File: config.mk
export PLATFORM = sky130hd
export DESIGN_NAME = seq_divider
export DESIGN_NICKNAME = d
export VERILOG_FILES = /design/src/rtl/cap17_div_pkg.sv /design/src/rtl/seq_divider_ripple_sub.sv /design/src/rtl/seq_divider.sv
export SDC_FILE = /design/constraint.sdc
export NUM_CORES = 1
export LEC_CHECK = 0
export ABC_AREA = 1
export CAP_MARGIN = 5
export CORE_AREA = 3 3 101 103
export CTS_CLUSTER_DIAMETER = 40
export DETAILED_ROUTE_END_ITERATION = 7
export DIE_AREA = 0 0 104 106
export GPL_ROUTABILITY_DRIVEN = 1
export GPL_TIMING_DRIVEN = 1
export PLACE_DENSITY = 0.74
export SYNTH_ARGS = -nofsm -noshare
export SYNTH_HDL_FRONTEND = slang
export SYNTH_SLANG_ARGS = --single-unit
export TNS_END_PERCENT = 100
File: constraint.sdc
create_clock -name clk -period 7.8 [get_ports clk]
set_input_delay 1.56 -clock clk [delete_from_list [all_inputs] [get_ports clk]]
set_output_delay 1.56 -clock clk [all_outputs]
set_load 0.005 [all_outputs]
File: src/rtl/cap17_div_pkg.sv
// Shared definitions for the CAP17 sequential divider: FSM encoding and
// iteration-counter sizing.
package cap17_div_pkg;

    typedef enum logic [1:0] {
        S_IDLE = 2'd0,
        S_RUN  = 2'd1,
        S_DONE = 2'd2
    } state_t;

    localparam int DEFAULT_WIDTH = 16;

    function automatic int cnt_width(input int w);
        return $clog2(w);
    endfunction

    localparam int CNT_W = cnt_width(DEFAULT_WIDTH);

endpackage

File: src/rtl/seq_divider_ripple_sub.sv
// Combinational a-b built as a full-adder ripple chain on a + ~b + 1.
// The borrow output is the inverted final carry.
module ripple_sub #(
    parameter int N = 17
) (
    input  logic [N-1:0] a,
    input  logic [N-1:0] b,
    output logic [N-1:0] diff,
    output logic         borrow
);

    logic [N:0]   carry_s;
    logic [N-1:0] b_inv_s;

    assign carry_s[0] = 1'b1;
    assign b_inv_s    = ~b;

    for (genvar i = 0; i < N; i++) begin : g_fa
        assign diff[i]      = a[i] ^ b_inv_s[i] ^ carry_s[i];
        assign carry_s[i+1] = (a[i] & b_inv_s[i]) | (carry_s[i] & (a[i] ^ b_inv_s[i]));
    end

    assign borrow = ~carry_s[N];

endmodule

File: src/rtl/seq_divider.sv
// Multi-cycle unsigned restoring divider: one trial subtraction per cycle,
// one-cycle done pulse, divide-by-zero flagged without any RUN cycles.
module seq_divider
    import cap17_div_pkg::*;
#(
    parameter int WIDTH = 16
) (
    input  logic             clk,
    input  logic             rst,
    input  logic             start,
    input  logic [WIDTH-1:0] dividend,
    input  logic [WIDTH-1:0] divisor,
    output logic             busy,
    output logic             done,
    output logic [WIDTH-1:0] quotient,
    output logic [WIDTH-1:0] remainder,
    output logic             div_by_zero
);

    localparam int CW = cnt_width(WIDTH);
    localparam logic [CW-1:0] LAST_CNT = CW'(WIDTH - 1);
    localparam logic [CW-1:0] CNT_ONE  = CW'(1'b1);

    state_t           state_r;
    state_t           state_nxt_s;
    logic [WIDTH-1:0] d_r;
    logic [WIDTH-1:0] q_r;
    // R's top bit is always zero because R < D; only the trial value needs WIDTH+1 bits.
    logic [WIDTH-1:0] r_r;
    logic [CW-1:0]    cnt_r;

    logic             accept_s;
    logic             zero_div_s;
    logic             last_s;
    logic [WIDTH:0]   rs_s;
    logic [WIDTH:0]   diff_s;
    logic             borrow_s;
    logic             keep_s;
    logic [WIDTH-1:0] r_step_s;
    logic [WIDTH-1:0] q_step_s;

    assign accept_s   = start && (state_r != S_RUN);
    assign zero_div_s = (divisor == {WIDTH{1'b0}});
    assign last_s     = (cnt_r == LAST_CNT);
    assign rs_s       = {r_r, q_r[WIDTH-1]};

    ripple_sub #(.N(WIDTH + 1)) u_sub (
        .a      (rs_s),
        .b      ({1'b0, d_r}),
        .diff   (diff_s),
        .borrow (borrow_s)
    );

    // The chain borrow and T's sign bit agree whenever R < D; requiring both keeps a
    // corrupted partial remainder from ever being committed as a difference.
    assign keep_s   = ~diff_s[WIDTH] & ~borrow_s;
    assign r_step_s = keep_s ? diff_s[WIDTH-1:0] : rs_s[WIDTH-1:0];
    assign q_step_s = {q_r[WIDTH-2:0], keep_s};

    // FSM state register
    always_ff @(posedge clk) begin
        if (rst) begin
            state_r <= S_IDLE;
        end else begin
            state_r <= state_nxt_s;
        end
    end

    // Next-state logic; start is honoured only from IDLE or DONE
    always_comb begin
        state_nxt_s = state_r;
        case (state_r)
            S_IDLE, S_DONE: begin
                if (start) begin
                    state_nxt_s = zero_div_s ? S_DONE : S_RUN;
                end else begin
                    state_nxt_s = S_IDLE;
                end
            end
            S_RUN: begin
                if (last_s) begin
                    state_nxt_s = S_DONE;
                end else begin
                    state_nxt_s = S_RUN;
                end
            end
            default: begin
                state_nxt_s = S_IDLE;
            end
        endcase
    end

    // Status outputs registered from the next state so they align with state_r
    always_ff @(posedge clk) begin
        if (rst) begin
            busy <= 1'b0;
            done <= 1'b0;
        end else begin
            busy <= (state_nxt_s == S_RUN);
            done <= (state_nxt_s == S_DONE);
        end
    end

    // Operand capture, restoring iteration and result registers
    always_ff @(posedge clk) begin
        if (rst) begin
            d_r         <= {WIDTH{1'b0}};
            q_r         <= {WIDTH{1'b0}};
            r_r         <= {WIDTH{1'b0}};
            cnt_r       <= {CW{1'b0}};
            quotient    <= {WIDTH{1'b0}};
            remainder   <= {WIDTH{1'b0}};
            div_by_zero <= 1'b0;
        end else if (accept_s) begin
            d_r         <= divisor;
            q_r         <= dividend;
            r_r         <= {WIDTH{1'b0}};
            cnt_r       <= {CW{1'b0}};
            div_by_zero <= zero_div_s;
            if (zero_div_s) begin
                quotient  <= {WIDTH{1'b1}};
                remainder <= dividend;
            end
        end else if (state_r == S_RUN) begin
            r_r   <= r_step_s;
            q_r   <= q_step_s;
            cnt_r <= cnt_r + CNT_ONE;
            if (last_s) begin
                quotient  <= q_step_s;
                remainder <= r_step_s;
            end
        end
    end

endmodule

==> results.md, run 1 <==
- Status: completed
- Root buf cell: clkbuf_8
- Peak VDD IR: 0.103 mV
- Fin crit share: 95.1%
- Post-synth EDFFs: 0
- Sequential share of the synthesized area: 38.1%
- WS Path Type: reg -> reg
- Die Span Y: 106 um
- Leakage: 2.80 nW
- Util after Layout: 59.4%
- Vias in the first global route: 3999
- Yosys Warn Count: 0
- Clock Path Buffers: 2
- Critical Path RT: 8050 ps
- Slowest CP cell: fa_1
- Antenna viol nets, final: 0
- Initial Util: 50.4%
- GRT Total Usage: 21.2%
- Synth Instances: 633
- Max incr delay on CP: 400 ps
- Most used DFF post-synth: dfxtp_1
- Antenna violations before repair: 0
- Clock Skew: 14.9 ps
- Post-synthesis register bit count: 89
- Final setup fails: 0
- Syn nets: 685
- # rows: 35
- CTS tree: yes
- Dpl ws: 424 ps
- Worst skew pair latency: 360 ps
- Sink Count: 89
- PwrDens: 185 nW/um2
- Filler cells: 922
- Synthesized area per cell: 7.38 um2
- Critical Path End Type: register
- Post-cts resize count: 0
- WL/cell: 13.8 um
- Inserted Diodes: 0
- Worst path arrival time: 7680 ps
- CP max FO: 10
- DIE WIDTH: 104 um
- Hold Crit Class: reg -> reg
- Post-Route Setup TNS: 0 ps
- First-pass GRT wire length: 19200 um
- Setup bufs post-CTS: 0
- TritonRoute pass-1 iters: 5
- RSZ-0062 raised after global routing: false
- Clock transition at path regs: 90 ps
- GRT overflow: 0
- Crit path launch type: register
- Pin count of the biggest net entering global routing: 66
- Final Net Count: 735
- Top delay family on crit path: adder cells
- Worst relative slew slack: 34.1%
- IO Count: 70
- Worst-Margin Slew: 982 ps
- Routed Wire Length: 11300 um
- Num CTS Buffers: 9
- CP bufs+invs: 4
- H-tree depth: 3
- Tot Pwr: 0.00102 W
- Post-Syn Area: 4670 um2
- Ys async rst share: 0%
- Hold Slack: 471 ps
- PnR worst setup slack: 379 ps
- Critical Path Most Common Cell: fa_1
- Synth cell types: 32
- Hold-fix buffers, CTS: 0
- Core Region: 9280 um2
- Share of post-route cells with drive strength above 1: 8.14%
- Detail Placement HPWL: 7990 um
- Period minus WS final: 7420 ps
- R2r setup slk: 380 ps
- Pins Over Slew Limit: 0
- Fin. Hold Viols: 0
- Number of DRC markers in iteration 0: 197
- Drt drc: 0
- Vias: 4050
- Max Cap Viol: 0
- Vias/cell: 4.96
- Layout area overhead: 18.0%
- Die area: 11000 um2
- Routability congestion estimate from global placement: 0.837
- Max frequency: 0.135 GHz
- Port Buf Inserts: 69
-- where the power goes --
| part | internal (W) | total (W) | switching [W] |
|---|---|---|---|
| clock network | 0.000124 | 0.000293 | 0.000168 |
| registers | 0.000474 | 0.000487 | 0.0000134 |
| logic | 0.0000892 | 0.000239 | 0.000149 |
| total | 0.000687 | 0.00102 | 0.000331 |
-- cell type report --
class	instances	area, um2	share of cell area, %
tap	129	161	2.93
sequential	89	1780	32.3
clock buffer	10	138	2.49
timing repair buffer	73	721	13.1
inverter	127	477	8.64
multi-input combinational	383	2200	39.8
clock inverter	6	41.3	0.748
-- flip-flops by register name, indices dropped and copies added (netlist names), 2 cells and up --
register	cells
cnt_r	4
remainder	16
d_r	16
state_r	2
quotient	16
r_r	16
q_r	16
-- kinds of logic after synthesis --
group,count (synthesis),share of synthesized area (%)
xor gates and xnor gates,1,0.187
AOI/OAI and AO/OA,90,12.4
adders and majority gates,17,6.96
buffers and inverters,161,15.0
and+or+nand+nor,275,27.3
DFF,89,38.1
-- cells in the mapped netlist, types with 12 or more instances --
cell type,n,area share (%)
nand2_1,140,11
inv_1,122,9.8
dfxtp_1,89,38
nor2_1,56,4.5
nand3_1,37,4.0
o21ai_0,34,3.6
nand3b_1,16,2.6
o211ai_1,16,2.6
fa_1,15,6.4
o221ai_1,15,2.8
a21oi_1,14,1.5
nand3_2,14,3.0
buf_2,12,1.3
-- metal layers --
metal  share of wire [%]  track usage (%)  vias to the layer above
met1                  47             28.7                     1845
met3                 4.7             2.73                       17
met5                   0                0                        -
met4                 2.3             7.50                        0
li1                    -                -                     2072
met2                  46             35.1                      116
-- worst paths after layout --
kind,start,end,cells past startpoint
hold / removal,div_by_zero,div_by_zero,2
hold reg to reg,div_by_zero,div_by_zero,2
setup reg to reg,q_r[15],remainder[9],26
setup / recovery,q_r[15],remainder[9],26
-- layout by cell type (no fill, tap or decap), types with 4 or more instances in the layout --
cell	instances
a21oi_1	14
a21oi_2	9
buf_4	4
clkbuf_8	10
clkdlybuf4s50_1	69
dfxtp_1	89
fa_1	15
inv_1	122
inv_2	4
nand2_1	140
nand3_1	37
nand3_2	14
nand3b_1	16
nor2_1	56
o211ai_1	16
o21ai_0	34
o221ai_1	15
-- worst reg2reg max path: cells and delay by family, from the launching register on --
family	cells	cell delay (ps)
flops	1	310
fa+ha+maj	16	5840
simple gates	5	590
compound gates	1	170
buf+inv	4	400
-- per-stage QoR --
stage,std cells,cell area [um2]
global placement,801,5330
detailed placement,801,5330
CTS,817,5510
global route,817,5520
finish,817,5520
floorplan,633,4670
(Power assumes the default switching activity.)
==> run 2: changes to the inputs <==
Settings changed: CELL_PAD_IN_SITES_DETAIL_PLACEMENT set to 0, CELL_PAD_IN_SITES_GLOBAL_PLACEMENT set to 1, CORE_AREA 3 3 101 103 to 3 3 114 116, DIE_AREA 0 0 104 106 to 0 0 117 119, PLACE_DENSITY 0.74 to 0.78.
==> run 2 against run 1 <==
Core utilization is 12 points lower. Largest cell class unchanged. Sequential power is essentially flat. Clock-buffer cell count is 5 higher. Die area grew 26%. Critical endpoint is now remainder[6]. Critical path type unchanged. Cell count grew 2.2%.
==> results.md, run 2 (synthesis gave the netlist of run 1 again) <==
- Final setup fails: 0
- Fin crit share: 93.9%
- GRT overflow: 0
- Net switching power figure: 0.000338 W
- Max Cap Viol: 0
- Filler cells: 1225
- Design Area, Final: 5650 um2
- Multi-input logic area: 2190 um2
- Core Region: 12000 um2
- Max incr delay on CP: 410 ps
- Worst relative slew slack: 34.4%
- R2R depth: 26
- Post-DP Area: 5360 um2
- Worst Hold End: div_by_zero
- Post-Route Setup TNS: 0 ps
- Status: completed
- Clock power frac: 37.0%
- Setup bufs post-CTS: 0
- Pins Over Slew Limit: 0
- WS Path Type: reg -> reg
- Critical Path End Type: register
- Pin count of the biggest net entering global routing: 65
- Pint: 0.000815 W
- Antenna viol nets, final: 0
- WL/cell: 14.0 um
- Seq pwr share: 42.2%
- Clock transition at path regs: 60 ps
- Critical Path RT: 8090 ps
- Detail Placement HPWL: 8340 um
- Period minus WS final: 7330 ps
- CP max FO: 17
- H-tree depth: 3
- Top delay family on crit path: adder cells
- Routability congestion estimate from global placement: 0.884
- R2r setup slk: 470 ps
- PwrDens: 204 nW/um2
- Dpl cells: 819
- CTS tree: yes
- Fin. Hold Viols: 0
- Commonest non-fill, non-tap cell in the layout: nand2_1
- Util after Layout: 47.1%
- Antenna violations before repair: 0
- Worst-Margin Slew: 982 ps
- Clock Path Buffers: 2
- Number of cells on the worst hold path: 2
- Crit path launch type: register
- Switching portion of total power: 29.3%
- Share of post-route cells with drive strength above 1: 7.85%
- TritonRoute pass-1 iters: 5
- Port Buf Inserts: 69
- CP bufs+invs: 3
- Reg2reg start: q_r[15]
- Fin cells: 835
- Reg2reg end: remainder[6]
- Number of DRC markers in iteration 0: 329
- Die Span Y: 119 um
- First-pass GRT wire length: 19000 um
- Leakage: 2.85 nW
- Drt drc: 0
- Hold-fix buffers, CTS: 0
- Peak VDD IR: 0.0932 mV
- Max frequency: 0.136 GHz
- Worst path arrival time: 7620 ps
- Commonest cells after routing, fill and taps aside: nand2_1, inv_1, dfxtp_1
- GRT Total Usage: 17.5%
- Clock Skew: 6.37 ps
- Vias/cell: 4.73
- Sink Count: 89
- Logic pwr share: 20.7%
- Critical Path Most Common Cell: fa_1
- # rows: 40
- IO Count: 70
- Post-cts resize count: 0
- Initial Util: 38.9%
- Vias: 3953
- Worst skew pair latency: 350 ps
- Root buf cell: clkbuf_16
- Die area: 13900 um2
- Num CTS Buffers: 9
- RSZ-0062 raised after global routing: false
- Routed Wire Length: 11700 um
- HP Start: div_by_zero
- Hold Crit Class: reg -> reg
- DIE WIDTH: 117 um
- Inserted Diodes: 0
- Layout area overhead: 20.9%
- Vias in the first global route: 3759
- Final Net Count: 735
- Slowest CP cell: fa_1
- Reg area: 1780 um2
==> run 2: cell types whose count changed in the layout (fill, tap and decap cells not counted), sizes merged <==
cell / change
clkinv: -2
inv: -1
clkbuf: +5
clkinvlp: -2
==> run 2: layout make-up <==
| cell class | instances | area share [%] |
|---|---|---|
| Sequential cell | 89 | 31.5 |
| Inverter | 127 | 8.43 |
| Tap cell | 147 | 3.25 |
| Clock inverter | 1 | 0.133 |
| Clock buffer | 15 | 5.09 |
| Multi-Input combinational cell | 383 | 38.8 |
| Timing Repair Buffer | 73 | 12.8 |
==> run 2: worst max-delay path by stage <==
stage	start	end	cells past startpoint
detailed placement	q_r[15]	remainder[3]	27
global placement	q_r[15]	remainder[3]	27
finish	q_r[15]	remainder[6]	26
floorplan	q_r[15]	remainder[6]	28
global route	q_r[15]	remainder[6]	26
CTS	q_r[15]	remainder[3]	27
==> run 2: stage by stage <==
step,hold slack (ps),setup WS [ps],power (W)
finish,458,472,0.00115
global route,476,102,0.00123
CTS,458,510,0.00117
detailed placement,451,509,0.000736
global placement,450,557,0.000739
floorplan,452,861,0.000667
==> run 2: routing by layer <==
layer / track usage (%) / routed length [um] / up-vias
met5: 0 / 0 / -
met2: 26.2 / 5230 / 101
met1: 24.1 / 5570 / 1771
met4: 7.67 / 240 / 0
li1: - / - / 2068
met3: 3.40 / 621 / 13
==> run 2: worst reg2reg max path, delay by kind of cell (launching register included) <==
| kind | cells | cell delay, ps |
|---|---|---|
| DFF | 1 | 300 |
| buffers and inverters | 3 | 190 |
| and+or+nand+nor | 6 | 920 |
| adders and majority gates | 16 | 5830 |
| AOI/OAI and AO/OA | 1 | 40 |
==> run 2: power groups by stage <==
stage               Sequential, W  Combinational, W  Clock (W)
global route             0.000490          0.000278   0.000459
global placement         0.000497          0.000242          0
finish                   0.000487          0.000239   0.000427
floorplan                0.000494          0.000173          0
CTS                      0.000487          0.000239   0.000440
detailed placement       0.000497          0.000238          0
